**src/rtl/angle_fire_gen.sv**
```systemverilog
// angle_fire_gen -- gate-pulse generator for a 6-pulse thyristor bridge.
//
// Takes the 10-bit line angle (0..1023 = one mains period) and a requested
// firing delay, and produces one gate pulse per channel per period. Each
// channel runs its own DISARMED -> ARMED -> PULSE machine: it is armed half a
// period ahead of its fire point and fires when the fire point is crossed, so
// it fires exactly once per period in either phase sequence and survives
// stalls and jumps of the angle input.
//
// Ports
//   clk        clock, single domain
//   RESET      synchronous, active-high reset
//   enable     0 = gates forced low, no firing (arming still tracks)
//   theta_in   line angle, may step +/-1, stall or jump
//   alpha_in   requested firing delay in angle counts (clamped to ALPHA_MAX)
//   gate       gate pulses, bit k = thyristor k
//   armed      bit k = channel k armed
//   alpha_act  firing delay in use for the current period
module angle_fire_gen #(
    parameter int PULSE_W   = 50,
    parameter int ALPHA_MAX = 853
) (
    input  logic       clk,
    input  logic       RESET,
    input  logic       enable,
    input  logic [9:0] theta_in,
    input  logic [9:0] alpha_in,
    output logic [5:0] gate,
    output logic [5:0] armed,
    output logic [9:0] alpha_act
);

    localparam logic [9:0]      AMAX    = 10'(ALPHA_MAX);
    localparam logic [7:0]      PW_LAST = 8'(PULSE_W - 1);
    // Base offsets of the six channels, 60 degrees apart.
    localparam logic [5:0][9:0] OFF     = {10'd853, 10'd683, 10'd512,
                                           10'd341, 10'd171, 10'd0};

    typedef enum logic [1:0] {S_DISARMED, S_ARMED, S_PULSE} state_t;

    // True when point q lies in the arc swept this cycle. Forward motion
    // sweeps (prev, prev+d]; backward motion sweeps [prev-e, prev) with
    // e = 1024-d. The starting angle itself is never counted, so a point is
    // crossed on the cycle theta arrives at it.
    function automatic logic f_crossed(input logic [9:0] q,
                                       input logic [9:0] prev,
                                       input logic [9:0] d,
                                       input logic       fwd,
                                       input logic       bwd);
        logic [9:0] dq_f;
        logic [9:0] dq_b;
        dq_f = q - prev;
        dq_b = prev - q;
        return (fwd && (dq_f != 10'd0) && (dq_f <= d)) ||
               (bwd && (dq_b != 10'd0) && (dq_b <= (10'd0 - d)));
    endfunction

    logic       r_primed;
    logic [9:0] r_prev_theta;
    logic [9:0] r_alpha_act;

    logic [9:0] w_d;
    logic       w_fwd;
    logic       w_bwd;
    logic       w_zero_x;
    logic [9:0] w_alpha_clamp;

    assign w_d   = theta_in - r_prev_theta;
    // A step of exactly half a period has no defined direction: neither
    // flag is set, so nothing is crossed. The priming cycle is also blanked.
    assign w_fwd = r_primed && (w_d != 10'd0) && !w_d[9];
    assign w_bwd = r_primed && w_d[9] && (w_d[8:0] != 9'd0);

    assign w_zero_x      = f_crossed(10'd0, r_prev_theta, w_d, w_fwd, w_bwd);
    assign w_alpha_clamp = (alpha_in > AMAX) ? AMAX : alpha_in;

    always_ff @(posedge clk) begin
        if (RESET) begin
            r_primed     <= 1'b0;
            r_prev_theta <= 10'd0;
            r_alpha_act  <= AMAX;
        end else begin
            r_primed     <= 1'b1;
            r_prev_theta <= theta_in;
            // New delay only takes effect at the period boundary (angle 0),
            // so fire points never move mid-period.
            if (w_zero_x)
                r_alpha_act <= w_alpha_clamp;
        end
    end

    assign alpha_act = r_alpha_act;

    for (genvar k = 0; k < 6; k++) begin : g_ch
        logic [9:0] w_p;
        logic [9:0] w_r;
        logic       w_arm_x;
        logic       w_fire_x;
        state_t     r_state;
        state_t     w_state_nxt;
        logic [7:0] r_cnt;
        logic [7:0] w_cnt_nxt;

        assign w_p      = OFF[k] + r_alpha_act;
        assign w_r      = w_p + 10'd512;
        assign w_arm_x  = f_crossed(w_r, r_prev_theta, w_d, w_fwd, w_bwd);
        assign w_fire_x = f_crossed(w_p, r_prev_theta, w_d, w_fwd, w_bwd);

        always_ff @(posedge clk) begin
            if (RESET) begin
                r_state <= S_DISARMED;
                r_cnt   <= 8'd0;
            end else begin
                r_state <= w_state_nxt;
                r_cnt   <= w_cnt_nxt;
            end
        end

        always_comb begin
            w_state_nxt = r_state;
            w_cnt_nxt   = r_cnt;
            case (r_state)
                S_DISARMED: begin
                    if (w_arm_x)
                        w_state_nxt = S_ARMED;
                end
                S_ARMED: begin
                    // While disabled the channel stays armed, so it fires at
                    // the next fire point after enable returns.
                    if (w_fire_x && enable) begin
                        w_state_nxt = S_PULSE;
                        w_cnt_nxt   = 8'd0;
                    end
                end
                S_PULSE: begin
                    if (!enable || (r_cnt == PW_LAST)) begin
                        w_state_nxt = S_DISARMED;
                        w_cnt_nxt   = 8'd0;
                    end else begin
                        w_cnt_nxt = r_cnt + 8'd1;
                    end
                end
                default: begin
                    w_state_nxt = S_DISARMED;
                    w_cnt_nxt   = 8'd0;
                end
            endcase
        end

        assign gate[k]  = (r_state == S_PULSE);
        assign armed[k] = (r_state == S_ARMED);
    end

endmodule
```
**config.mk**
```make
export PLATFORM = sky130hd
export DESIGN_NAME = angle_fire_gen
export DESIGN_NICKNAME = d
export VERILOG_FILES = /design/src/rtl/angle_fire_gen.sv
export SDC_FILE = /design/constraint.sdc
export NUM_CORES = 1
export LEC_CHECK = 0
export CORE_ASPECT_RATIO = 1.25
export CORE_MARGIN = 1.5
export CORE_UTILIZATION = 57
export CTS_CLUSTER_DIAMETER = 40
export DETAILED_ROUTE_END_ITERATION = 10
export PLACE_DENSITY = 0.84
export SLEW_MARGIN = 10
export SYNTH_ARGS = -nofsm -noshare
export SYNTH_HDL_FRONTEND = slang
export SYNTH_SLANG_ARGS = --single-unit
```
**constraint.sdc**
```tcl
create_clock -name clk -period 4.7 [get_ports clk]
set_input_delay 0.705 -clock clk [delete_from_list [all_inputs] [get_ports clk]]
set_output_delay 0.705 -clock clk [all_outputs]
set_load 0.02 [all_outputs]
```
==> impl_metrics.json, run 1 <==
{
  "clk_latency_ns": 0.36,
  "dp_cells": 1647,
  "cts.sinks": 81,
  "io_pins": 45,
  "instances_no_fill": 1692,
  "fin_setup_tns_ns": -0.916,
  "cpMaxStageDelayCell": "or3_4",
  "io_buffers": 44,
  "crit_top_cell": "a21oi_2",
  "failed_checks": "negative setup slack",
  "min_period_over_period_pct": 104,
  "grtUsageTotal_pct": 37.9,
  "nets": 1656,
  "ys_async_sr_fraction_pct": 0,
  "grt_pass1_vias": 10700,
  "worstPathCellList": "buf_6 -> o21a_1 -> o311a_1 -> xnor2_1 -> buf_4 -> ha_4 -> a21o_1 -> a22o_1 -> or3_4 -> ha_4 -> nor2_1 -> a211o_1 -> a31oi_2 -> buf_4 -> a21oi_2 -> a21oi_2 -> and4b_2 -> a41oi_4 -> a21oi_2 -> xnor2_1 -> nor2_1",
  "clock_path_buffers": 2,
  "synth_flop_cell": "dfxtp_1",
  "arrival_ns": 5.12,
  "coreArea_sq_um": 17000,
  "via_count": 11300,
  "multi_input_comb_area_sq_um": 8480,
  "drt_wl_total_um": 37000,
  "die_w_um": 121,
  "worst_r2r_startpoint": "alpha_act[0]",
  "initial_core_util_pct": 58.6,
  "finalMaxSlewViolations": 0,
  "worstRegToRegCells": 21,
  "setup_viol": 13,
  "path_clk_slew_ns": 0.07,
  "syn2layout_area_growth_pct": 31.1,
  "synth_seq_cells": 81,
  "startpoint": "alpha_act[0]",
  "regArea_sq_um": 1620,
  "grt_pass1_wl_um": 53900,
  "rr_endpoint": "g_ch[1].r_cnt[7]",
  "holdWs_ns": 0.473,
  "ys_warn_count": 0,
  "dr.pass1.iters": 6,
  "cts-root-buf": "clkbuf_16",
  "routed_via_density": 6.70,
  "rsz0062_at_grt": "true",
  "crit_required_ns": 4.94,
  "leakage_nw": 5.50,
  "globalplace.congestion": 1.06,
  "cp-endpoint": "g_ch[1].r_cnt[7]",
  "cts_tree": "built",
  "hold_viol": 0,
  "p_per_area_nw_per_um2": 524,
  "die_y_um": 151,
  "dpl-instance-area_sq_um": 11600,
  "rows": 53,
  "drc_errors": 0,
  "die-area_sq_um": 18200,
  "fin_ws_ns": -0.181,
  "rrSetupSlack_ns": -0.18,
  "antenna_cells": 0,
  "stdcell_area_sq_um": 13000,
  "synth_edf_count": 0,
  "crit_fanout": 7,
  "dpl.hpwl_um": 24800,
  "cts_buffers": 9,
  "crit_path_end_kind": "flop",
  "synth_seq_area_share_pct": 16.3,
  "fmax_ghz": 0.205,
  "outcome": "complete, but fails checks",
  "period_needed_ns": 4.88,
  "maxCapViolations": 0,
  "clock_skew_ns": 0.0123,
  "overflow": 0,
  "fillerInstances": 1113,
  "synthCells": 1272,
  "critical_path_class": "reg2reg",
  "syn_area_sq_um": 9940,
  "syn_nets": 1461,
  "power_w": 0.00683,
  "antenna_found_initial": 0,
  "peakVddDrop_uv": 392,
  "postRouteAntennaNets": 0,
  "grt_max_degree": 68,
  "drt-initial-drc-count": 1331,
  "syn_area_per_cell_sq_um": 7.82,
  "tightest_slew_ns": 1.15,
  "cpPeakStageDelay_ns": 0.40,
  "min-delay-path-class": "reg2reg",
  "start_kind": "flop",
  "ys_types": 89,
  "timing.slew.headroom_pct": 23.4,
  "htreeDepth": 3,
  "wire_per_inst_um": 21.9,
  "drive_above_1_share_pct": 23.8
}
==> sequential cells by signal, summed over array words and instances, names as in the netlist <==
name	cells
g_ch.r_cnt	48
g_ch.r_state	12
alpha_act	10
r_prev_theta	10
r_primed	1
==> layout make-up <==
| cell class | instances | area share (%) |
|---|---|---|
| inverters | 90 | 2.59 |
| flip-flops and latches | 81 | 12.5 |
| clock inverters | 6 | 1.06 |
| multi-input cells | 1050 | 65.1 |
| well taps | 220 | 2.11 |
| clock buffers | 10 | 1.83 |
| repair buffers | 235 | 14.9 |
==> kinds of logic (layout without fill, tap and decap cells) <==
| family | after synthesis | count (layout) | share of synthesized area (%) |
|---|---|---|---|
| muxes | 4 | 4 | 0.403 |
| adders and majority gates | 166 | 166 | 21.4 |
| and+or+nand+nor | 421 | 421 | 22.0 |
| DFF | 81 | 81 | 16.3 |
| AOI/OAI and AO/OA | 373 | 373 | 26.2 |
| buffers and inverters | 141 | 341 | 6.05 |
| xor gates and xnor gates | 86 | 86 | 7.65 |
==> Yosys cell counts, types with 15 or more instances <==
| cell | count | area, sq um |
|---|---|---|
| nand2_1 | 67 | 251 |
| o21a_1 | 29 | 218 |
| o21ai_1 | 30 | 150 |
| or3_1 | 19 | 119 |
| nor3_1 | 38 | 190 |
| a211oi_1 | 22 | 165 |
| o21ai_0 | 37 | 185 |
| xnor2_1 | 69 | 604 |
| and3_1 | 21 | 131 |
| a21oi_1 | 103 | 515 |
| nor2b_1 | 40 | 250 |
| dfxtp_1 | 81 | 1620 |
| xor2_1 | 16 | 140 |
| nand2b_1 | 15 | 93.8 |
| a21o_1 | 18 | 135 |
| ha_1 | 159 | 1990 |
| clkbuf_1 | 29 | 109 |
| inv_1 | 85 | 319 |
| nand3_1 | 48 | 240 |
| nand4_1 | 21 | 131 |
| nor2_1 | 95 | 357 |
==> layer usage <==
| layer | GRT usage, % | share of wire, % | vias up |
|---|---|---|---|
| li1 | - | - | 5047 |
| met1 | 44.9 | 38 | 5308 |
| met2 | 63.6 | 46 | 742 |
| met3 | 5.98 | 8.7 | 244 |
| met4 | 24.1 | 7.4 | 0 |
| met5 | 0 | 0 | - |
==> worst max-delay path, delay by kind of cell, from the launching register on <==
kind	cells	cell delay (ns)
and+or+nand+nor	4	0.81
AOI/OAI and AO/OA	10	2.16
buffers and inverters	3	0.48
xor gates and xnor gates	2	0.46
DFF	1	0.34
adders and majority gates	2	0.50
==> what timing repair did <==
action,in CTS,in global routing
pin swaps,26,65
setup endpoints to repair,66,70
buffers inserted,14,15
hold buffers,0,0
cloned,1,0
resized for setup,54,96
==> how the worst min path moves through the flow <==
stage                           startpoint  slack (ns)               end  cells after the start
after floorplan           g_ch[3].r_cnt[7]        0.43  g_ch[3].r_cnt[7]                      1
after global routing      g_ch[3].r_cnt[7]        0.50  g_ch[3].r_cnt[7]                      1
after CTS                 g_ch[0].r_cnt[7]        0.48  g_ch[0].r_cnt[7]                      1
final                     g_ch[0].r_cnt[7]        0.47  g_ch[0].r_cnt[7]                      1
after global placement    g_ch[0].r_cnt[7]        0.45  g_ch[0].r_cnt[7]                      1
after detailed placement  g_ch[0].r_cnt[7]        0.47  g_ch[0].r_cnt[7]                      1
==> layout by cell type, fill, tap and decap left out, drive strengths merged, types with 7 or more instances in the layout <==
cell type | netlist | layout
ha | 159 | 159
o211ai | 7 | 7
or3 | 19 | 19
inv | 89 | 90
buf | 22 | 192
xor2 | 17 | 17
a2111oi | 8 | 8
nand3b | 7 | 7
o21ai | 68 | 68
and3 | 21 | 21
xnor2 | 69 | 69
nor3 | 38 | 38
dfxtp | 81 | 81
nand2 | 67 | 67
and2 | 9 | 9
nor2b | 40 | 40
nor4 | 14 | 14
nand2b | 15 | 15
nand4 | 22 | 22
clkdlybuf4s50 | 0 | 39
clkbuf | 29 | 11
a31oi | 12 | 12
fa | 7 | 7
o31ai | 14 | 14
a21oi | 104 | 104
a311oi | 10 | 10
nor2 | 95 | 95
o21a | 29 | 29
a21boi | 11 | 11
nand3 | 48 | 48
or4 | 7 | 7
a21o | 18 | 18
a211oi | 32 | 32
==> through the flow <==
step / utilization [%] / setup WS [ns]
after detailed placement: 68.5 / -0.671
after floorplan: - / 0.0167
after CTS: 72.8 / 0.000457
final: 76.8 / -0.181
after global placement: 68.5 / -0.577
after global routing: 76.8 / -0.443
==> power by group <==
| group | internal, W | switching, W |
|---|---|---|
| Sequential | 0.000731 | 0.0000588 |
| Clock | 0.000591 | 0.000317 |
| Combinational | 0.00235 | 0.00279 |
Note: power is estimated with default switching activity, not from simulation.
==> run 2: changes to the inputs <==
--- a/config.mk
+++ b/config.mk
@@ -11,6 +11,7 @@
 export CTS_CLUSTER_DIAMETER = 40
 export DETAILED_ROUTE_END_ITERATION = 10
 export PLACE_DENSITY = 0.84
+export SKIP_CTS_REPAIR_TIMING = 1
 export SLEW_MARGIN = 10
 export SYNTH_ARGS = -nofsm -noshare
 export SYNTH_HDL_FRONTEND = slang
==> impl_metrics.json, run 2 (synthesized netlist as in run 1, its figures left out) <==
{
  "outcome": "complete, but fails checks",
  "failed_checks": "negative setup slack",
  "initial_core_util_pct": 58.6,
  "arrival_ns": 5.07,
  "dpl.hpwl_um": 24800,
  "fin_ws_ns": -0.0882,
  "setup_viol": 10,
  "antenna_found_initial": 0,
  "die_y_um": 151,
  "drt-initial-drc-count": 1274,
  "leakage_nw": 5.38,
  "tightest_slew_ns": 1.18,
  "min_period_over_period_pct": 102,
  "wire_per_inst_um": 21.4,
  "cts_tree": "built",
  "mostFrequentLayoutCells": "buf_4 (167), ha_1 (140), a21oi_1 (96), nor2_1 (92), inv_1 (80)",
  "largest_reg_flops": 48,
  "hold_viol": 0,
  "path_clk_slew_ns": 0.07,
  "clk_latency_ns": 0.36,
  "syn2layout_area_growth_pct": 28.0,
  "io_pins": 45,
  "cts.sinks": 81,
  "switching_power_w": 0.00307,
  "top_register": "g_ch.r_cnt",
  "coreArea_sq_um": 17000,
  "critical_path_class": "reg2reg",
  "drt_wl_total_um": 35800,
  "p_per_area_nw_per_um2": 519,
  "switching_share_pct": 46.5,
  "routed_via_density": 6.71,
  "drive_above_1_share_pct": 21.9,
  "power_frac_comb_pct": 74.3,
  "min-delay-path-class": "reg2reg",
  "drc_errors": 0,
  "p_seq_share_pct": 12.0,
  "rrSetupSlack_ns": -0.09,
  "io_buffers": 44,
  "p_clk_share_pct": 13.8,
  "rows": 53,
  "antenna_cells": 0,
  "htreeDepth": 3,
  "grtUsageTotal_pct": 35.7,
  "globalplace.congestion": 1.06,
  "rsz0062_at_grt": "true",
  "via_count": 11200,
  "start_kind": "flop",
  "maxCapViolations": 0,
  "nets": 1640,
  "die_w_um": 121,
  "grt_pass1_wl_um": 51100,
  "peakVddDrop_uv": 385,
  "finalMaxSlewViolations": 0,
  "crit_path_end_kind": "flop",
  "clock_skew_ns": 0.0123,
  "instances_no_fill": 1676,
  "worst_r2r_startpoint": "alpha_act[1]",
  "worstRegToRegCells": 22,
  "timing.slew.headroom_pct": 21.3,
  "period_needed_ns": 4.79,
  "cp-endpoint": "g_ch[1].r_cnt[0]",
  "die-area_sq_um": 18200,
  "fmax_ghz": 0.209,
  "dp_cells": 1647,
  "rr_endpoint": "g_ch[1].r_cnt[0]",
  "p_int_w": 0.00354,
  "grt_max_degree": 68,
  "grt_pass1_vias": 10400,
  "cts_buffers": 9,
  "top_regs": "g_ch.r_cnt: 48 flops, g_ch.r_state: 12 flops",
  "dr.pass1.iters": 8,
  "startpoint": "alpha_act[1]",
  "pre_cts_ws_ns": -0.671,
  "postRouteAntennaNets": 0,
  "crit_fanout": 7,
  "cts-root-buf": "clkbuf_16",
  "crit_required_ns": 4.98,
  "clock_path_buffers": 2,
  "overflow": 0,
  "final_common_cell": "buf_4"
}
[run 2: cell count changes in the layout (fill, tap and decap cells not counted), moves of 3 or more]
cell,previous run,this run
buf_4,182,167
ha_1,136,140
a311oi_1,4,1
xnor2_4,5,2
o21ai_1,32,29
ha_4,17,14
xnor2_1,56,60
a311oi_2,6,9
[run 2: layout make-up]
type | instances | area [sq um]
clock inverters | 6 | 138
repair buffers | 217 | 1790
clock buffers | 10 | 239
inverters | 90 | 338
well taps | 220 | 275
fillers | 1185 | 4250
multi-input cells | 1052 | 8330
flip-flops and latches | 81 | 1620
[run 2: layer usage]
metal,global-route usage (%),wire (um),vias up
li1,-,-,5006
met1,42.2,13500,5310
met2,59.8,16300,705
met3,6.17,3220,219
met4,22.8,2790,0
met5,0,0,-
[run 2: per-stage QoR]
step                      cell area [sq um]  util, %  hold slack [ns]  TNS (ns)  power (W)
after detailed placement              11600     68.5            0.470    -35.54    0.00486
after global placement                11600     68.5            0.449    -28.70    0.00471
final                                 12700     75.0            0.473    -0.232    0.00661
after CTS                             12000     70.7            0.477    -15.79    0.00580
after floorplan                        9950        -            0.432         0    0.00346
after global routing                  12700     75.0            0.503     -3.64    0.00698
[run 2: power groups by stage]
stage | sequential, W | clock [W] | combinational, W
finish | 0.000791 | 0.000908 | 0.00491
global route | 0.000796 | 0.000943 | 0.00524
CTS | 0.000778 | 0.000908 | 0.00411
detailed placement | 0.000792 | 0 | 0.00406
global placement | 0.000789 | 0 | 0.00392
floorplan | 0.000805 | 0 | 0.00266
[run 2: worst min path at each step]
stage / startpoint / end / slack [ns] / cells after the start
5_1_grt: g_ch[3].r_cnt[7] / g_ch[3].r_cnt[7] / 0.50 / 1
2_1_floorplan: g_ch[3].r_cnt[7] / g_ch[3].r_cnt[7] / 0.43 / 1
3_5_place_dp: g_ch[0].r_cnt[7] / g_ch[0].r_cnt[7] / 0.47 / 1
4_1_cts: g_ch[0].r_cnt[7] / g_ch[0].r_cnt[7] / 0.48 / 1
3_3_place_gp: g_ch[0].r_cnt[7] / g_ch[0].r_cnt[7] / 0.45 / 1
6_report: g_ch[0].r_cnt[7] / g_ch[0].r_cnt[7] / 0.47 / 1
[run 2: worst max-delay path, cell delays in order, from the launching register on]
cell     delay [ns]
dfxtp_2        0.34
inv_2          0.05
ha_4           0.16
o21a_4         0.23
o21ai_4        0.23
xnor2_4        0.21
ha_4           0.26
a21o_1         0.15
a21o_1         0.17
a22o_1         0.23
or3_4          0.41
ha_4           0.28
nor2_1         0.04
a211o_1        0.27
a31oi_2        0.19
buf_4          0.17
a21oi_2        0.06
a21oi_2        0.16
and4b_2        0.28
a41oi_4        0.35
nand2_2        0.14
xnor2_2        0.16
nor2_2         0.14
==> run 3: changes to the inputs <==
--- a/config.mk
+++ b/config.mk
@@ -5,14 +5,12 @@
 export SDC_FILE = /design/constraint.sdc
 export NUM_CORES = 1
 export LEC_CHECK = 0
-export CORE_ASPECT_RATIO = 1.25
 export CORE_MARGIN = 1.5
 export CORE_UTILIZATION = 57
 export CTS_CLUSTER_DIAMETER = 40
 export DETAILED_ROUTE_END_ITERATION = 10
 export PLACE_DENSITY = 0.84
 export SKIP_CTS_REPAIR_TIMING = 1
-export SLEW_MARGIN = 10
 export SYNTH_ARGS = -nofsm -noshare
 export SYNTH_HDL_FRONTEND = slang
 export SYNTH_SLANG_ARGS = --single-unit
==> impl_metrics.json, run 3 (synthesized netlist as in run 1, its figures left out) <==
{
  "drc_errors": 0,
  "arrival_ns": 5.00,
  "min_period_over_period_pct": 102,
  "fillerInstances": 1241,
  "postRouteAntennaNets": 0,
  "htreeDepth": 3,
  "wire_per_inst_um": 20.0,
  "crit_fanout": 7,
  "final_core_util_pct": 72.9,
  "hold_viol": 0,
  "antenna_found_initial": 0,
  "largest_reg_flops": 48,
  "cts_tree": "built",
  "fin_setup_tns_ns": -0.329,
  "antenna_cells": 0,
  "fmax_ghz": 0.209,
  "path_clk_slew_ns": 0.06,
  "io_pins": 45,
  "cpPeakStageDelay_ns": 0.46,
  "clock_skew_ns": 0.0167,
  "p_per_area_nw_per_um2": 504,
  "drt-initial-drc-count": 1025,
  "cts-root-buf": "clkbuf_16",
  "maxCapViolations": 0,
  "grt_max_degree": 37,
  "routed_via_density": 6.46,
  "grt_pass1_wl_um": 49600,
  "rsz0062_at_grt": "true",
  "nets": 1632,
  "period_needed_ns": 4.78,
  "cp.buffers_inverters": 4,
  "globalplace.congestion": 1.02,
  "crit_path_end_kind": "flop",
  "critical_path_class": "in2reg",
  "cts.sinks": 81,
  "via_count": 10800,
  "cpMaxStageDelayCell": "clkdlybuf4s50_1",
  "grtUsageMet2_pct": 56.3,
  "clock_path_buffers": 2,
  "cts_buffers": 9,
  "clk_latency_ns": 0.37,
  "finalMaxSlewViolations": 0,
  "min-delay-path-class": "reg2reg",
  "final_common_cell": "buf_4",
  "tightest_slew_ns": 1.18,
  "die_y_um": 135,
  "outcome": "complete, but fails checks",
  "critPathTopFamily": "compound AO/OA/AOI/OAI gates",
  "busiest_layer": "met2",
  "leakage_nw": 5.30,
  "setup_viol": 10,
  "die-area_sq_um": 18200,
  "overflow": 0,
  "pre_cts_ws_ns": -0.749,
  "peakVddDrop_uv": 374,
  "grt_pass1_vias": 10100,
  "io_buffers": 44,
  "failed_checks": "negative setup slack",
  "fin_ws_ns": -0.0813,
  "mostFrequentLayoutCells": "buf_4 (159), ha_1 (148), a21oi_1 (96), nor2_1 (93), inv_1 (82)",
  "crit_required_ns": 4.92,
  "top_register": "g_ch.r_cnt",
  "timing.slew.headroom_pct": 21.1,
  "dpl.hpwl_um": 23900,
  "start_kind": "primary input",
  "initial_core_util_pct": 57.9,
  "use_met3_pct": 6.76,
  "coreArea_sq_um": 17200,
  "die_w_um": 135,
  "grtUsageTotal_pct": 34.3,
  "worstPathCellList": "clkdlybuf4s50_1 -> ha_1 -> buf_4 -> o21ai_1 -> nor2_1 -> a2bb2oi_1 -> xnor2_2 -> buf_4 -> xor2_1 -> buf_4 -> ha_1 -> a21o_1 -> a21oi_1 -> o211a_1 -> nor2_4 -> a211oi_4 -> o2111ai_4 -> and2_4 -> o21ai_1 -> a21oi_1",
  "dr.pass1.iters": 5,
  "syn2layout_area_growth_pct": 25.9,
  "drt_wl_total_um": 33400,
  "rows": 48,
  "use_met1_pct": 42.2,
  "top_regs": "g_ch.r_cnt: 48 flops, g_ch.r_state: 12 flops",
  "drive_above_1_share_pct": 20.2,
  "crit_top_cell": "buf_4"
}
-- run 3: cell types whose count changed in the layout (fill, tap and decap cells not counted), moves of 4 or more --
| cell | before | now |
|---|---|---|
| buf_4 | 167 | 159 |
| ha_1 | 140 | 148 |
| ha_4 | 14 | 8 |
| buf_12 | 1 | 5 |
-- run 3: where the power goes --
| part | leakage [nW] | switching (W) | internal [W] | total [W] |
|---|---|---|---|---|
| Sequential | 0.658 | 0.0000537 | 0.000731 | 0.000784 |
| Clock | 0.139 | 0.000331 | 0.000417 | 0.000747 |
| Combinational | 4.51 | 0.00262 | 0.00215 | 0.00477 |
-- run 3: per-stage QoR --
stage	hold WS [ns]	instances	total power, W	instance area, sq um
floorplan	0.432	1272	0.00346	9950
global placement	0.450	1644	0.00468	11600
detailed placement	0.472	1644	0.00481	11600
CTS	0.481	1660	0.00559	11900
global route	0.502	1673	0.00671	12500
finish	0.479	1673	0.00630	12500
-- run 3: worst paths after layout --
path	from	to	slack (ns)	cells past startpoint
worst min-delay path	g_ch[3].r_cnt[7]	g_ch[3].r_cnt[7]	0.48	1
worst min register to register	g_ch[3].r_cnt[7]	g_ch[3].r_cnt[7]	0.48	1
worst max-delay path	theta_in[5]	g_ch[1].r_cnt[4]	-0.08	20
worst max register to register	alpha_act[1]	g_ch[1].r_cnt[4]	-0.05	23
-- run 3: area by class of cell --
cell class              count  area (sq um)  share of cell area (%)
clock buffers               9           225                    1.80
inverters                  90           340                    2.72
well taps                 225           282                    2.25
repair buffers            210          1760                    14.0
flip-flops and latches     81          1620                    13.0
clock inverters             7          78.8                   0.630
multi-input cells        1051          8210                    65.6
-- run 3: per-layer routing --
metal	vias up	routed length, um
met4	0	1960
met3	174	3000
met2	496	15300
met1	5138	13200
met5	-	0
li1	5006	-
